### src/rtl/stream_pkg.sv
// Shared constants for the stream multiplexer.
//   sel_w_to_ch : number of channels addressed by a select of the given width.
package stream_pkg;

    function automatic int sel_w_to_ch(input int sel_w);
        return 2 ** sel_w;
    endfunction

endpackage

### src/rtl/rr_arbiter.sv
// Combinational round-robin arbiter.
// Rotates the request vector so that channel ptr sits at position 0, picks the
// lowest set bit, then rotates the one-hot result back to channel order.
//   req   in  CH  request per channel
//   ptr   in  PW  highest-priority channel this cycle
//   grant out CH  one-hot grant, or zero when nothing is requested
module rr_arbiter #(
    parameter int CH = 4,
    localparam int PW = (CH > 1) ? $clog2(CH) : 1
) (
    input  logic [CH-1:0] req,
    input  logic [PW-1:0] ptr,
    output logic [CH-1:0] grant
);

    logic [CH-1:0] rot;
    logic [CH-1:0] rot_gnt;

    always_comb begin
        logic [PW-1:0] idx;
        rot   = '0;
        grant = '0;
        // CH is a power of two, so the PW-bit add wraps modulo CH for free.
        for (int j = 0; j < CH; j++) begin
            idx    = ptr + PW'(j);
            rot[j] = req[idx];
        end
        // Isolate the lowest set bit: first requester at or after ptr.
        rot_gnt = rot & (~rot + CH'(1));
        for (int j = 0; j < CH; j++) begin
            idx        = ptr + PW'(j);
            grant[idx] = rot_gnt[j];
        end
    end

endmodule

### src/rtl/stream_mux_rr.sv
// Registered CH:1 stream multiplexer with fixed-select or round-robin choice.
//   clk, rst_n            clock, async active-low reset
//   mode                  0 = fixed (sel), 1 = round-robin
//   sel                   channel for fixed mode
//   in_valid/in_data      CH producer streams, channel i at [i*DATA_W +: DATA_W]
//   in_ready              per-channel ready, at most one bit high
//   out_valid/out_data    single output register with back-pressure
//   out_ch                channel that supplied out_data
//   out_ready             downstream accepts
module stream_mux_rr
    import stream_pkg::*;
#(
    parameter int SEL_W  = 2,
    parameter int DATA_W = 8,
    localparam int CH    = sel_w_to_ch(SEL_W)
) (
    input  logic                 clk,
    input  logic                 rst_n,
    input  logic                 mode,
    input  logic [SEL_W-1:0]     sel,
    input  logic [CH-1:0]        in_valid,
    input  logic [CH*DATA_W-1:0] in_data,
    output logic [CH-1:0]        in_ready,
    output logic                 out_valid,
    output logic [DATA_W-1:0]    out_data,
    output logic [SEL_W-1:0]     out_ch,
    input  logic                 out_ready
);

    logic              out_valid_q, out_valid_d;
    logic [DATA_W-1:0] out_data_q,  out_data_d;
    logic [SEL_W-1:0]  out_ch_q,    out_ch_d;
    logic [SEL_W-1:0]  ptr_q,       ptr_d;

    logic              load_en;
    logic [CH-1:0]     g_fix, g_rr, g;
    logic              any_g;
    logic [SEL_W-1:0]  k;

    rr_arbiter #(.CH(CH)) u_arb (
        .req   (in_valid),
        .ptr   (ptr_q),
        .grant (g_rr)
    );

    // Output stage can take a word when empty or draining this cycle.
    assign load_en = !out_valid_q || out_ready;

    always_comb begin
        g_fix      = '0;
        g_fix[sel] = in_valid[sel];
        g          = mode ? g_rr : g_fix;
        any_g      = |g;
        k          = '0;
        for (int i = 0; i < CH; i++) begin
            if (g[i]) k = SEL_W'(i);
        end
    end

    // out_valid_q is already 0 in reset, so gate on rst_n explicitly to keep
    // producers from seeing a handshake that the register will never take.
    assign in_ready = rst_n ? (g & {CH{load_en}}) : '0;

    always_comb begin
        out_valid_d = out_valid_q;
        out_data_d  = out_data_q;
        out_ch_d    = out_ch_q;
        ptr_d       = ptr_q;
        if (load_en) begin
            if (any_g) begin
                out_valid_d = 1'b1;
                out_data_d  = in_data[k*DATA_W +: DATA_W];
                out_ch_d    = k;
                if (mode) ptr_d = k + SEL_W'(1);
            end else begin
                out_valid_d = 1'b0;
            end
        end
    end

    always_ff @(posedge clk or negedge rst_n) begin
        if (!rst_n) begin
            out_valid_q <= 1'b0;
            out_data_q  <= '0;
            out_ch_q    <= '0;
            ptr_q       <= '0;
        end else begin
            out_valid_q <= out_valid_d;
            out_data_q  <= out_data_d;
            out_ch_q    <= out_ch_d;
            ptr_q       <= ptr_d;
        end
    end

    assign out_valid = out_valid_q;
    assign out_data  = out_data_q;
    assign out_ch    = out_ch_q;

endmodule

### config.mk
export PLATFORM = sky130hd
export DESIGN_NAME = stream_mux_rr
export DESIGN_NICKNAME = d
export VERILOG_FILES = /design/src/rtl/stream_pkg.sv /design/src/rtl/rr_arbiter.sv /design/src/rtl/stream_mux_rr.sv
export SDC_FILE = /design/constraint.sdc
export NUM_CORES = 1
export LEC_CHECK = 0
export CAP_MARGIN = 20
export CORE_MARGIN = 4
export CORE_UTILIZATION = 44
export DETAILED_ROUTE_END_ITERATION = 6
export MAX_ROUTING_LAYER = met4
export PLACE_DENSITY = 0.95
export SLEW_MARGIN = 20
export SYNTH_ARGS = -nofsm -noshare
export SYNTH_HDL_FRONTEND = slang
export SYNTH_SLANG_ARGS = --single-unit
### constraint.sdc
create_clock -name clk -period 7.4 [get_ports clk]
set_input_delay 0.74 -clock clk [delete_from_list [all_inputs] [get_ports clk]]
set_output_delay 0.74 -clock clk [all_outputs]
set_load 0.01 [all_outputs]
Word-level counts from Yosys, hierarchy flattened
Index checks and enable logic that the tools add are counted.
{"block": "totals", "regBits": 13, "latchBits": 0, "mem_bits_rw": 0, "mem_bits_ro": 0, "output_inout_bits": 15, "n_memories": 0}
{"block": "classes", "addsub": 5, "mul": 0, "div": 0, "order_cmp": 10, "n_eq_ne": 0, "n_shift": 1, "mux": 29, "bitwise": 5, "n_reduce_logical": 10}
{"operator": "32-bit by 6-bit indexed part select with 8-bit output", "count": 1}
{"operator": "4-bit bitwise AND", "count": 4}
{"operator": "2-bit by 3-bit < comparator with 1-bit output, second input constant", "count": 5}
{"operator": "4-bit bitwise mux", "count": 3}
{"operator": "1-bit 2-to-1 mux", "count": 12}
{"operator": "1-bit binary-select mux with 2-bit select", "count": 5}
{"operator": "1-bit demux with 2-bit select", "count": 5}
{"operator": "2-bit by 1-bit >= comparator with 1-bit output, second input constant", "count": 5}
{"operator": "4-bit 2-to-1 mux", "count": 2}
{"operator": "1-bit logical AND", "count": 5}
{"operator": "2-bit by 1-bit adder with 2-bit output, second input constant", "count": 2}
{"operator": "2-bit adder, second input constant", "count": 2}
{"operator": "4-bit by 1-bit adder with 4-bit output, second input constant", "count": 1}
{"operator": "2-bit 2-to-1 mux", "count": 2}
{"operator": "4-bit NOT", "count": 1}
{"operator": "4-bit OR reduction", "count": 1}
{"operator": "3-bit AND reduction", "count": 1}
{"operator": "2-bit AND reduction", "count": 1}
{"operator": "1-bit logical NOT", "count": 1}
{"operator": "1-bit logical OR", "count": 1}

Longest topological paths before layout
{"block": "logic_depth", "word_depth": 15, "depth_mapped": 11, "ltp_nobuf": 9}

Hierarchy
A second synthesis with hierarchy kept.
{"block": "hier_totals", "hier_cells": 124, "area_unflattened_um2": 1241.2}
{"mod": "stream_mux_rr", "n_inst": 1, "cells_per_inst": 86, "area_per_inst_um2": 863.3, "seq_area_each_um2": 325.3}
{"mod": "rr_arbiter", "n_inst": 1, "cells_per_inst": 38, "area_per_inst_um2": 377.9, "seq_area_each_um2": 0.0}

Least setup slack after synthesis
Ideal clock, no wire load.
{"block": "synth_path", "path_kind": "reg2out", "start": "reg ptr_q[0]", "end": "out in_ready[2]", "arrival_time_ns": 2.556, "required_ns": 6.660, "path_slack_ns": 4.104, "path_stages_with_launch": 9, "path_buffers": 1, "path_cell_list": "dfrtp_1 > buf_6 > inv_1 > ha_1 > mux4_2 > or4b_4 > a21oi_2 > o22ai_2 > nor2_1"}
{"block": "synth_between", "elab_chain_len": 12, "elab_cells_between_ends": 41, "cone_classes": "add/sub: 4; order compare: 8; mux: 21; bitwise: 4; reduce/logical: 4"}
{"item": "start: declaration", "line_no": "stream_mux_rr.sv:33", "source": "logic [SEL_W-1:0] ptr_q, ptr_d;"}
{"item": "start signal: assignment", "line_no": "stream_mux_rr.sv:91", "source": "ptr_q <= ptr_d;"}
{"item": "2-bit by 1-bit adder with 2-bit output / 1-bit binary-select mux with 2-bit select (equally long branches)", "line_no": "rr_arbiter.sv:25, rr_arbiter.sv:31, rr_arbiter.sv:26"}
{"item": "1-bit binary-select mux with 2-bit select / 1-bit 2-to-1 mux (equally long branches)", "line_no": "rr_arbiter.sv:26", "source": "rot[j] = req[idx];"}
{"item": "1-bit 2-to-1 mux (implied by the code) / 4-bit NOT (equally long branches)", "line_no": "rr_arbiter.sv:26, rr_arbiter.sv:29"}
{"item": "4-bit NOT / 4-bit by 1-bit adder with 4-bit output (equally long branches)", "line_no": "rr_arbiter.sv:29", "source": "rot_gnt = rot & (~rot + CH'(1));"}
{"item": "4-bit by 1-bit adder with 4-bit output / 4-bit bitwise AND (equally long branches)", "line_no": "rr_arbiter.sv:29"}
{"item": "4-bit bitwise AND, on equally long branches"}
{"item": "4-bit bitwise mux (2 in series)", "line_no": "rr_arbiter.sv:32", "source": "grant[idx] = rot_gnt[j];"}
{"item": "4-bit bitwise mux *", "line_no": "rr_arbiter.sv:32"}
{"item": "4-bit 2-to-1 mux *", "line_no": "stream_mux_rr.sv:52", "source": "g = mode ? g_rr : g_fix;"}
{"item": "4-bit bitwise AND *", "line_no": "stream_mux_rr.sv:62", "source": "assign in_ready = rst_n ? (g & {CH{load_en}}) : '0;"}
{"item": "4-bit 2-to-1 mux *", "line_no": "stream_mux_rr.sv:62"}
{"item": "end: declaration", "line_no": "stream_mux_rr.sv:23", "source": "output logic [CH-1:0] in_ready,"}
Every way passes the cells marked *; elsewhere a longest branch is shown, timed or not. The select of a mux whose other input is x is not followed.

Worst setup path in the final report
Same ends and word-level chain as after synthesis.

==> PnR_summary.wiki <==
{| class="wikitable"
! Metric !! Value
|-
| Setup repair bufs after CTS || 0
|-
| Synth top area cells || sky130_fd_sc_hd__dfrtp_1, sky130_fd_sc_hd__mux4_2, sky130_fd_sc_hd__ha_1
|-
| Number of synthesized flops with an enable pin || 0
|-
| Final-layout fill cell count || 190
|-
| Crit path capture type || output port
|-
| CTS tree || yes
|-
| Clk Tree Root Cell || sky130_fd_sc_hd__clkbuf_4
|-
| Number of routed nets with antenna violations || 0
|-
| I/O Buffers || 56
|-
| Setup tns final || 0 ns
|-
| Post-synthesis instance total || 130
|-
| Cts hold-fix bufs || 0
|-
| Diode count || 0
|-
| Net Count, Synth || 179
|-
| Sequential cell area || 325 sq um
|-
| Count of clock tree sinks || 13
|-
| Post-Syn Area || 0.00118 sq mm
|-
| Number of antenna violations at the first check in global routing || 0
|-
| Max frequency || 0.231 GHz
|-
| H-tree Lvls || 1
|-
| Horiz. Die Dim || 59.9 microns
|-
| CP delay by family, top || simple AND/OR/NAND/NOR gates
|-
| Leading cell types in the layout, fill and taps excluded || sky130_fd_sc_hd__clkdlybuf4s50_1, sky130_fd_sc_hd__nor2_1, sky130_fd_sc_hd__nand2_1
|-
| Buffers and inverters on the worst path || 2
|-
| DRC marker count from the first detailed-route iteration || 90
|-
| Die area || 0.00359 sq mm
|-
| Unique cell type count in the Yosys netlist || 36
|-
| Post-cts sizing count || 0
|-
| Required time at the endpoint of the critical path || 6.66 ns
|-
| Actual transition at the worst max-transition pin || 0.826 ns
|-
| Multi-input gate area || 777 sq um
|-
| Post-route fraction of the period consumed by the critical path || 0.585
|-
| Unrepaired setup endpoints after global routing || no
|-
| Max-slew violation count || 0
|-
| Max_cap viols || 0
|-
| Synth area leader || sky130_fd_sc_hd__dfrtp_1
|-
| Ys flop type || sky130_fd_sc_hd__dfrtp_1
|-
| Data arrival, critical path || 3.59 ns
|-
| Slew headroom || 0.449
|-
| Clock share of power || 0.074
|-
| Comb pwr share || 0.697
|-
| Global-route wire length before repair || 5420 microns
|-
| Worst Hold Launch || out_ch[0]
|-
| WL final || 3340 microns
|-
| Clock latency of the later-clocked register in the worst-skew pair || 0.27 ns
|-
| Number of vias per cell after detailed routing || 5.98
|-
| DIE HEIGHT || 59.9 microns
|-
| Min-Delay Path Class || reg -> reg
|-
| Via count of the first global-routing pass || 1257
|-
| Startpoint of the most critical register-to-register path || ptr_q[0]
|-
| Warnings from Yosys || 0
|-
| Crit Path Category || reg -> out
|-
| Area added between synthesis and finish || 47.9%
|-
| Setup Skew || 0.0126 ns
|-
| Flops & latches, synth || 13
|-
| Std cell rows || 18
|-
| DR pass1 iterations || 5
|-
| Final instance area || 0.00175 sq mm
|-
| Slowest cell on the critical path || sky130_fd_sc_hd__mux4_2
|-
| Area of the core region || 0.00252 sq mm
|-
| Fraction of synthesized cell area taken by the top area cell type || 0.275
|-
| Maximum count of clock buffers along a single path || 2
|-
| Overall track demand over capacity in global routing || 0.202
|-
| Sequential element share of the synthesized area || 0.275
|-
| GRT overflow || 0
|-
| Final count of negative-setup-slack endpoints || 0
|-
| Vias || 1274
|-
| Routability cong. || 0.877
|-
| Register share of total power || 0.229
|-
| Clock transition at path regs || 0.07 ns
|-
| Detailed placer's ending HPWL || 2760 microns
|-
| Top-level I/O count || 57
|-
| Leakage power || 0.693 nW
|-
| Peak ir drop on the vdd network || 247 uV
|-
| Max Fanout on Critical Path || 10
|-
| Post-detailed-route DRC marker count || 0
|-
| Net switching power || 263 uW
|-
| Number of buffers inserted during clock tree synthesis || 3
|-
| Maximum number of pins on one net before global-route repair || 21
|-
| Final standard cell count with taps included and fillers excluded || 213
|-
| Post-DR wirelength/cell || 15.7 microns
|-
| Crit path launch || ptr_q[0]
|-
| Total power density per cell area || 339 mW/mm^2
|-
| Final critical-path required period || 4.33 ns
|-
| Switch share || 0.442
|-
| Outcome || finished clean
|-
| Worst path cell trace || inv_1 -> ha_1 -> mux4_2 -> or4b_4 -> a21oi_2 -> o22ai_2 -> nor2_1 -> clkdlybuf4s50_1
|-
| Effective utilization at floorplan || 0.470
|-
| Placement Cell Area || 0.00173 sq mm
|-
| Internal power of the cells || 332 uW
|-
| Type of origin of the critical path || register
|-
| Number of cells in the design after placement || 209
|-
| Async set or reset register ratio after synthesis || 1.00
|-
| Count of nets after finishing || 233
|-
| Post-Synthesis Mean Instance Area || 9.11 sq um
|-
| Fraction of final layout cells with drive strength greater than 1 || 0.104
|-
| Peak per-stage delay on the critical path || 0.60 ns
|-
| Most common cell after layout, fill and taps aside || sky130_fd_sc_hd__clkdlybuf4s50_1
|-
| Final hold violation count || 0
|}
[final timing paths]
check / end / slack, ns / cells after the start
max in group asynchronous: out_data[7] / 6.15 / 1
hold reg to reg: out_ch[0] / 0.53 / 2
hold / removal: out_ch[0] / 0.53 / 2
min in group asynchronous: out_data[2] / 0.84 / 1
setup / recovery: in_ready[2] / 3.07 / 8
setup reg to reg: ptr_q[1] / 3.42 / 9
[cell type report]
| cell class | count | share of cell area |
|---|---|---|
| timing repair buffer | 56 | 0.320 |
| clock buffer | 4 | 0.0150 |
| tap | 30 | 0.0214 |
| multi-input combinational | 103 | 0.443 |
| sequential | 13 | 0.186 |
| inverter | 7 | 0.0150 |
[registers in the layout, summed over array words and instances (netlist names)]
| name | flops |
|---|---|
| ptr_q | 2 |
| out_data | 8 |
| out_ch | 2 |
| out_valid | 1 |
[cells by family after synthesis]
group | after synthesis | synth area share
simple gates | 53 | 0.248
compound gates | 36 | 0.230
buf+inv | 14 | 0.0697
flops | 13 | 0.275
mux | 7 | 0.103
fa+ha+maj | 7 | 0.0739
[power by group through the flow]
stage               registers, mW  logic, mW  clock network (mW)
floorplan                   0.143      0.283                   0
global placement            0.134      0.399                   0
detailed placement          0.137      0.413                   0
CTS                         0.136      0.413              0.0447
global route                0.141      0.449              0.0485
finish                      0.136      0.414              0.0440
[per-layer routing]
| layer | share of wire | vias to the layer above | track usage |
|---|---|---|---|
| met3 | 0.10 | 4 | 0.0583 |
| met4 | 0.010 | 0 | 0.0601 |
| met2 | 0.48 | 69 | 0.347 |
| met5 | 0 | - | - |
| met1 | 0.41 | 604 | 0.224 |
| li1 | - | 597 | - |
[worst reg2reg max path, delay by kind of cell, from the launching register on]
family | cells | cell delay [ns]
buf+inv | 1 | 0.17
compound gates | 3 | 1.05
fa+ha+maj | 1 | 0.37
simple gates | 2 | 0.78
flops | 1 | 0.56
mux | 2 | 0.94
[Yosys cell counts (2+ instances only)]
| cell type | number |
|---|---|
| sky130_fd_sc_hd__a21oi_1 | 6 |
| sky130_fd_sc_hd__mux2_1 | 2 |
| sky130_fd_sc_hd__nor2_1 | 17 |
| sky130_fd_sc_hd__inv_1 | 7 |
| sky130_fd_sc_hd__dfrtp_1 | 13 |
| sky130_fd_sc_hd__o22ai_2 | 2 |
| sky130_fd_sc_hd__buf_2 | 3 |
| sky130_fd_sc_hd__o21ai_1 | 3 |
| sky130_fd_sc_hd__a222oi_1 | 7 |
| sky130_fd_sc_hd__a21oi_2 | 2 |
| sky130_fd_sc_hd__nand3_1 | 2 |
| sky130_fd_sc_hd__nand3b_1 | 7 |
| sky130_fd_sc_hd__a31oi_1 | 10 |
| sky130_fd_sc_hd__mux4_2 | 4 |
| sky130_fd_sc_hd__buf_6 | 3 |
| sky130_fd_sc_hd__nand2_1 | 15 |
| sky130_fd_sc_hd__ha_1 | 7 |
| sky130_fd_sc_hd__nand4b_1 | 2 |
[through the flow]
step           utilization  hold WS (ns)  setup slack, ns  power [mW]
2_1_floorplan            -         0.444             4.10       0.426
3_3_place_gp         0.685         0.513             3.26       0.533
3_5_place_dp         0.685         0.523             3.17       0.549
4_1_cts              0.695         0.544             3.05       0.594
5_1_grt              0.695         0.552             2.89       0.639
6_report             0.695         0.531             3.07       0.594
(Power assumes the default switching activity.)
